==> src/rtl/cdr_pkg.sv <==
// Shared defaults and the adjustment type for the CDR sample-period tracker.
package cdr_pkg;

    localparam int CDR_NOM_P   = 25;
    localparam int CDR_MAX_DEV = 2;
    localparam int CDR_VOTE_TH = 2;

    typedef enum logic [1:0] {
        ADJ_NONE,
        ADJ_UP,
        ADJ_DN
    } adj_e;

endpackage

==> src/rtl/cdr_vote_filter.sv <==
// Saturating early/late vote accumulator; emits a period adjustment request on each strobe.
module cdr_vote_filter
    import cdr_pkg::*;
#(
    parameter int VOTE_TH = CDR_VOTE_TH
) (
    input  logic i_clk,
    input  logic i_rst,
    input  logic i_resync,
    input  logic i_T,
    input  logic i_E,
    input  logic i_strobe,
    output adj_e o_adj
);

    localparam int VW = $clog2(VOTE_TH + 1) + 1;

    logic signed [VW-1:0] r_vote;
    int                   w_contrib;
    int                   w_sum;
    int                   w_next;

    always_comb begin
        // NOTE: every variable gets a default first, so no path can infer a latch.
        o_adj     = ADJ_NONE;
        w_contrib = 0;
        w_sum     = 0;
        w_next    = 0;

        // The decision looks at the stored vote only; this cycle's transition is not yet counted.
        if (i_strobe) begin
            if (int'(r_vote) >= VOTE_TH)       o_adj = ADJ_UP;
            else if (int'(r_vote) <= -VOTE_TH) o_adj = ADJ_DN;
        end

        if (i_T) w_contrib = i_E ? 1 : -1;

        w_sum = int'(r_vote) + w_contrib;
        if (w_sum > VOTE_TH)       w_sum = VOTE_TH;
        else if (w_sum < -VOTE_TH) w_sum = -VOTE_TH;

        w_next = (o_adj != ADJ_NONE) ? w_contrib : w_sum;
    end

    always_ff @(posedge i_clk or posedge i_rst) begin
        // NOTE: sequential state uses non-blocking assignments so all registers update together.
        if (i_rst) begin
            r_vote <= '0;
        end else if (i_resync) begin
            r_vote <= '0;
        end else begin
            r_vote <= VW'(w_next);
        end
    end

endmodule

==> src/rtl/cdr_period_track.sv <==
// CDR sample-period tracker: interval counter, clamped period adjustment and lock detection.
// Defining CDR_TRACK_STATS_EN adds the o_adj_cnt adjustment counter output.
module cdr_period_track
    import cdr_pkg::*;
#(
    parameter int W       = 6,
    parameter int NOM     = CDR_NOM_P,
    parameter int MAX_DEV = CDR_MAX_DEV,
    parameter int STEP    = 1,
    parameter int VOTE_TH = CDR_VOTE_TH,
    parameter int LOCK_N  = 8
) (
    input  logic         i_clk,
    input  logic         i_rst,
    input  logic         i_resync,
    input  logic         i_T,
    input  logic         i_E,
    output logic [W-1:0] o_nb_P,
    output logic         o_sample,
    output logic         o_adj_up,
    output logic         o_adj_dn,
    output logic         o_lock
`ifdef CDR_TRACK_STATS_EN
    ,
    output logic [15:0]  o_adj_cnt
`endif
);

    localparam int P_MIN = NOM - MAX_DEV;
    localparam int P_MAX = NOM + MAX_DEV;
    localparam int LW    = $clog2(LOCK_N + 1);

    if ((P_MAX >= (1 << W)) || (P_MIN < 2) || (STEP < 1) || (VOTE_TH < 1) || (LOCK_N < 1)) begin : g_bad_params
        $error("cdr_period_track: illegal parameter combination");
    end

    logic [W-1:0]  r_count;
    logic [W-1:0]  r_nb_P;
    logic [LW-1:0] r_lock_cnt;
    logic          w_strobe;
    logic          w_changed;
    adj_e          w_adj;
    logic [W-1:0]  w_next_p;
    int            w_cand;

    assign o_sample = (r_count == r_nb_P - W'(1));
    assign w_strobe = o_sample && !i_resync;

    cdr_vote_filter #(
        .VOTE_TH(VOTE_TH)
    ) u_vote (
        .i_clk   (i_clk),
        .i_rst   (i_rst),
        .i_resync(i_resync),
        .i_T     (i_T),
        .i_E     (i_E),
        .i_strobe(w_strobe),
        .o_adj   (w_adj)
    );

    always_comb begin
        w_cand = int'(r_nb_P);
        case (w_adj)
            ADJ_UP:  w_cand = int'(r_nb_P) + STEP;
            ADJ_DN:  w_cand = int'(r_nb_P) - STEP;
            default: w_cand = int'(r_nb_P);
        endcase
        if (w_cand > P_MAX)      w_cand = P_MAX;
        else if (w_cand < P_MIN) w_cand = P_MIN;
        w_next_p = W'(w_cand);
    end

    // A request that lands on a bound is absorbed by the clamp and produces no pulse.
    assign w_changed = (w_next_p != r_nb_P);
    assign o_adj_up  = (w_adj == ADJ_UP) && w_changed;
    assign o_adj_dn  = (w_adj == ADJ_DN) && w_changed;
    assign o_nb_P    = r_nb_P;
    assign o_lock    = (r_lock_cnt >= LW'(LOCK_N));

    always_ff @(posedge i_clk or posedge i_rst) begin
        if (i_rst) begin
            r_count    <= '0;
            r_nb_P     <= W'(NOM);
            r_lock_cnt <= '0;
        end else if (i_resync) begin
            r_count    <= '0;
            r_nb_P     <= W'(NOM);
            r_lock_cnt <= '0;
        end else if (o_sample) begin
            r_count <= '0;
            r_nb_P  <= w_next_p;
            if (w_changed)                       r_lock_cnt <= '0;
            else if (r_lock_cnt < LW'(LOCK_N))   r_lock_cnt <= r_lock_cnt + LW'(1);
        end else begin
            r_count <= r_count + W'(1);
        end
    end

`ifdef CDR_TRACK_STATS_EN
    logic [15:0] r_adj_cnt;

    always_ff @(posedge i_clk or posedge i_rst) begin
        if (i_rst) begin
            r_adj_cnt <= '0;
        end else if (i_resync) begin
            r_adj_cnt <= '0;
        end else if ((o_adj_up || o_adj_dn) && (r_adj_cnt != 16'hFFFF)) begin
            r_adj_cnt <= r_adj_cnt + 16'd1;
        end
    end

    assign o_adj_cnt = r_adj_cnt;
`endif

endmodule

==> config.mk <==
export PLATFORM = sky130hd
export DESIGN_NAME = cdr_period_track
export DESIGN_NICKNAME = d
export VERILOG_FILES = /design/src/rtl/cdr_pkg.sv /design/src/rtl/cdr_vote_filter.sv /design/src/rtl/cdr_period_track.sv
export SDC_FILE = /design/constraint.sdc
export NUM_CORES = 1
export LEC_CHECK = 0
export CAP_MARGIN = 20
export CORE_MARGIN = 2
export CORE_UTILIZATION = 50
export CTS_BUF_LIST = sky130_fd_sc_hd__clkbuf_8
export CTS_CLUSTER_DIAMETER = 200
export DETAILED_ROUTE_END_ITERATION = 8
export PLACE_DENSITY_LB_ADDON = 0.08
export SLEW_MARGIN = 20
export SYNTH_ARGS = -nofsm -noshare
export SYNTH_HDL_FRONTEND = slang
export SYNTH_SLANG_ARGS = --single-unit
==> constraint.sdc <==
create_clock -name i_clk -period 5.95 [get_ports i_clk]
set_input_delay 1.19 -clock i_clk [delete_from_list [all_inputs] [get_ports i_clk]]
set_output_delay 1.19 -clock i_clk [all_outputs]
set_load 0.01 [all_outputs]
==> results.py <==
metrics = {
    "logic_synthesis": {
        "syn_inst": 220,
        "synth_top_area_share_pct": 20.7,
        "ys.flop_type": "dfrtp_1",
        "syn_area_um2": 1930,
        "synth-warning-count": 0,
        "yosysTopAreaCell": "dfrtp_1",
        "synth-async-reset-ratio_pct": 100,
        "syn_nets": 246,
        "ys_types": 54,
        "avgSynthCellArea_um2": 8.78,
        "synthTopCellsByArea": "dfrtp_1 21%, fa_1 13%, ha_1 5.2%",
        "yosysSeqAreaShare_pct": 24.8,
        "ys_ff_latch": 19,
        "synth_edf_count": 0,
    },
    "pwr": {
        "ir_worst_vdd_v": 0.0000607,
        "sequentialPowerShare_pct": 47.2,
        "total_power_uw": 287,
        "cell_internal_pwr_uw": 203,
        "total_leakage_power_uw": 0.000898,
        "powerDensity_nw_per_um2": 132,
        "switching_power_uw": 83.6,
        "power_frac_comb_pct": 21.1,
        "p_sw_share_pct": 29.2,
        "power_frac_clock_pct": 31.7,
    },
    "worst_setup_path": {
        "cpPeakStageDelay_ns": 0.68,
        "crit_required_ns": 4.76,
        "cp_num_buf_inv": 3,
        "critPathArrivalTime_ns": 4.55,
        "critical_path_class": "register to output pin",
        "setup.worst_path.start": "o_nb_P[0]$_DFFE_PP1P_",
        "path_delay_family": "compound AO/OA/AOI/OAI gates",
        "path_max_fanout": 12,
        "r2r-start": "o_nb_P[0]$_DFFE_PP1P_",
        "crit_path_end_kind": "output pin",
        "crit_path_start_kind": "register",
        "cp_cell_sequence": "inv_1 -> ha_1 -> xor2_1 -> o2111ai_2 -> a211o_1 -> o32a_1 -> o311a_1 -> a2111oi_4 -> mux2i_1 -> buf_4 -> and2_1 -> nor3_1 -> clkdlybuf4s50_1",
        "cp_slowest_cell": "dfstp_2",
    },
    "clock_tree": {
        "cts_buffers": 3,
        "cts_num_sinks": 19,
        "cts_hold_repair.buffers": 0,
        "path_clk_slew_ns": 0.07,
        "ctsLongestPathBuffers": 2,
        "cts_tree": "yes",
        "root_buffer": "clkbuf_8",
        "h-tree-depth": 1,
        "clk_latency_ns": 0.26,
    },
    "timing": {
        "final.min_clock_period_ns": 5.74,
        "setup_viol": 0,
        "finalSetupTns_ns": 0,
        "worstMarginPinSlew_ns": 0.738,
        "fin_crit_sh_pct": 96.5,
        "rsz0062_at_grt": "no",
        "hold-worst-slack_ns": 0.525,
        "finClkSkew_ns": 0.00289,
        "hold_viol": 0,
        "fmax_mhz": 174,
        "max_slew_margin_pct": 50.7,
        "slew_violations": 0,
    },
    "placement": {
        "placed_cells": 278,
        "gp_congestion": 0.938,
        "io_buffers": 14,
        "place_hpwl_mm": 3.45,
    },
    "drt": {
        "via_count": 1712,
        "wl_mm": 4.50,
        "drtIter0Drc": 162,
        "routed_via_density": 6.07,
        "wl_per_cell_um": 16.0,
        "route.detailed.drc": 0,
        "ant_nets": 0,
        "drt_pass1_iterations": 4,
    },
    "floorplanning": {
        "pin_count": 15,
        "die_area_um2": 4380,
        "fp-row-count": 22,
        "core_area_um2": 3690,
        "fp.dieH_um": 66.2,
        "die_w_um": 66.2,
        "start_util_pct": 52.4,
    },
    "grt": {
        "grt_pass1_wl_mm": 7.75,
        "antenna_found_initial": 0,
        "grt_pass1_vias": 1728,
        "grt_overflow": 0,
        "grt_max_degree": 20,
        "track_usage_pct": 22.9,
    },
    "cells_and_area": {
        "multi_input_area_um2": 1320,
        "final_core_util_pct": 59.1,
        "final_cells": 282,
        "area_growth_pct": 12.8,
        "seq_area_um2": 479,
        "fin_nets": 261,
        "drive_above_1_share_pct": 8.97,
        "num_antenna_cells": 0,
        "fill_cells": 341,
    },
    "status": {
        "status": "complete, no violations",
    },
    "min_path": {
        "hp-class": "register to register",
        "min_from": "r_count[0]$_DFF_PP0_",
    },
    "flow_run": {
        "cap_viol_max_count": 0,
    },
}
[routing by layer]
layer,share of wire [%],vias up,track usage (%)
met4,2.7,0,10.5
li1,-,808,-
met2,49,80,38.4
met1,43,808,28.9
met5,0,-,0
met3,6.0,16,3.24
[metrics by stage]
step                worst slack (ns)  area [µm²]
global route                0.000678        2180
global placement               0.567        2130
detailed placement             0.443        2130
CTS                            0.205        2170
finish                         0.208        2180
floorplan                       1.26        1930
[worst register-to-register path: cells and delay by family (launching register included)]
kind	cells	cell delay [ns]
buffers and inverters	2	0.25
multiplexers	1	0.25
flip-flops	1	0.68
adder cells (fa/ha/maj)	1	0.38
AO/OA/AOI/OAI	6	1.96
XOR/XNOR	1	0.21
AND/OR/NAND/NOR	1	0.11
[registers in the layout, indices dropped and copies added (netlist names)]
name           count
u_vote.r_vote      3
o_nb_P             6
r_lock_cnt         4
r_count            6
[power by group through the flow]
stage	Combinational [µW]	Clock [µW]	Sequential, µW
3_3_place_gp	57.9	0	138
2_1_floorplan	40.2	0	140
3_5_place_dp	60.2	0	138
5_1_grt	68.9	97.7	136
6_report	60.5	90.9	135
4_1_cts	60.7	94.2	135
[kinds of logic after synthesis]
family                   Yosys count  share of synthesized area, %
AND/OR/NAND/NOR                   78                          21.3
flip-flops                        19                          24.8
adder cells (fa/ha/maj)           21                          18.7
XOR/XNOR                          12                          5.44
AO/OA/AOI/OAI                     53                          20.9
multiplexers                       3                          1.55
buffers and inverters             34                          7.38
[layout by cell type (no fill, tap or decap), types with 6 or more instances in the layout]
master	count
o21ai_0	7
a21o_1	6
xor2_1	7
inv_1	23
ha_1	8
clkdlybuf4s50_1	14
fa_1	13
nor3_1	14
dfrtp_1	16
nand2_1	14
nor2_1	18
nand3_1	7
a21oi_1	11
buf_4	7
[repair_timing]
action / 4_1_cts / 5_1_grt
endpoints found under the setup margin: 0 / 2
buffers inserted: 0 / 0
resized for setup: 0 / 1
[final timing paths]
path / end / slack, ns / cells after the start
max in group asynchronous: r_lock_cnt[2]$_DFFE_PP0P_ / 4.13 / 2
min in group asynchronous: o_nb_P[5]$_DFFE_PP0P_ / 1.35 / 2
worst max register to register: r_lock_cnt[0]$_DFFE_PP0P_ / 2.05 / 12
worst min-delay path: r_count[0]$_DFF_PP0_ / 0.53 / 1
worst min register to register: r_count[0]$_DFF_PP0_ / 0.53 / 1
worst max-delay path: o_adj_dn / 0.21 / 13
[cell type report]
type | instances | share of cell area, %
Clock buffer | 3 | 1.89
Clock inverter | 1 | 0.230
Inverter | 23 | 3.96
Multi-Input combinational cell | 167 | 60.3
Sequential cell | 19 | 22.0
Tap cell | 48 | 2.76
Timing Repair Buffer | 21 | 8.84
[synth_stat cells, types with 2 or more instances]
library cell / count
a2111oi_0: 2
a211o_1: 2
a21o_1: 6
a21oi_1: 11
a22oi_1: 2
a311o_1: 2
a31oi_1: 4
and3_1: 4
buf_2: 3
clkbuf_1: 6
dfrtp_1: 16
dfstp_2: 3
fa_1: 13
ha_1: 8
inv_1: 23
mux2i_1: 3
nand2_1: 14
nand2b_1: 4
nand3_1: 7
nand4_1: 3
nand4b_1: 2
nor2_1: 18
nor3_1: 14
nor3_2: 2
nor3b_1: 2
o21ai_0: 7
o32a_1: 2
xnor2_1: 5
xor2_1: 7
Note: power is estimated with default switching activity, not from simulation.
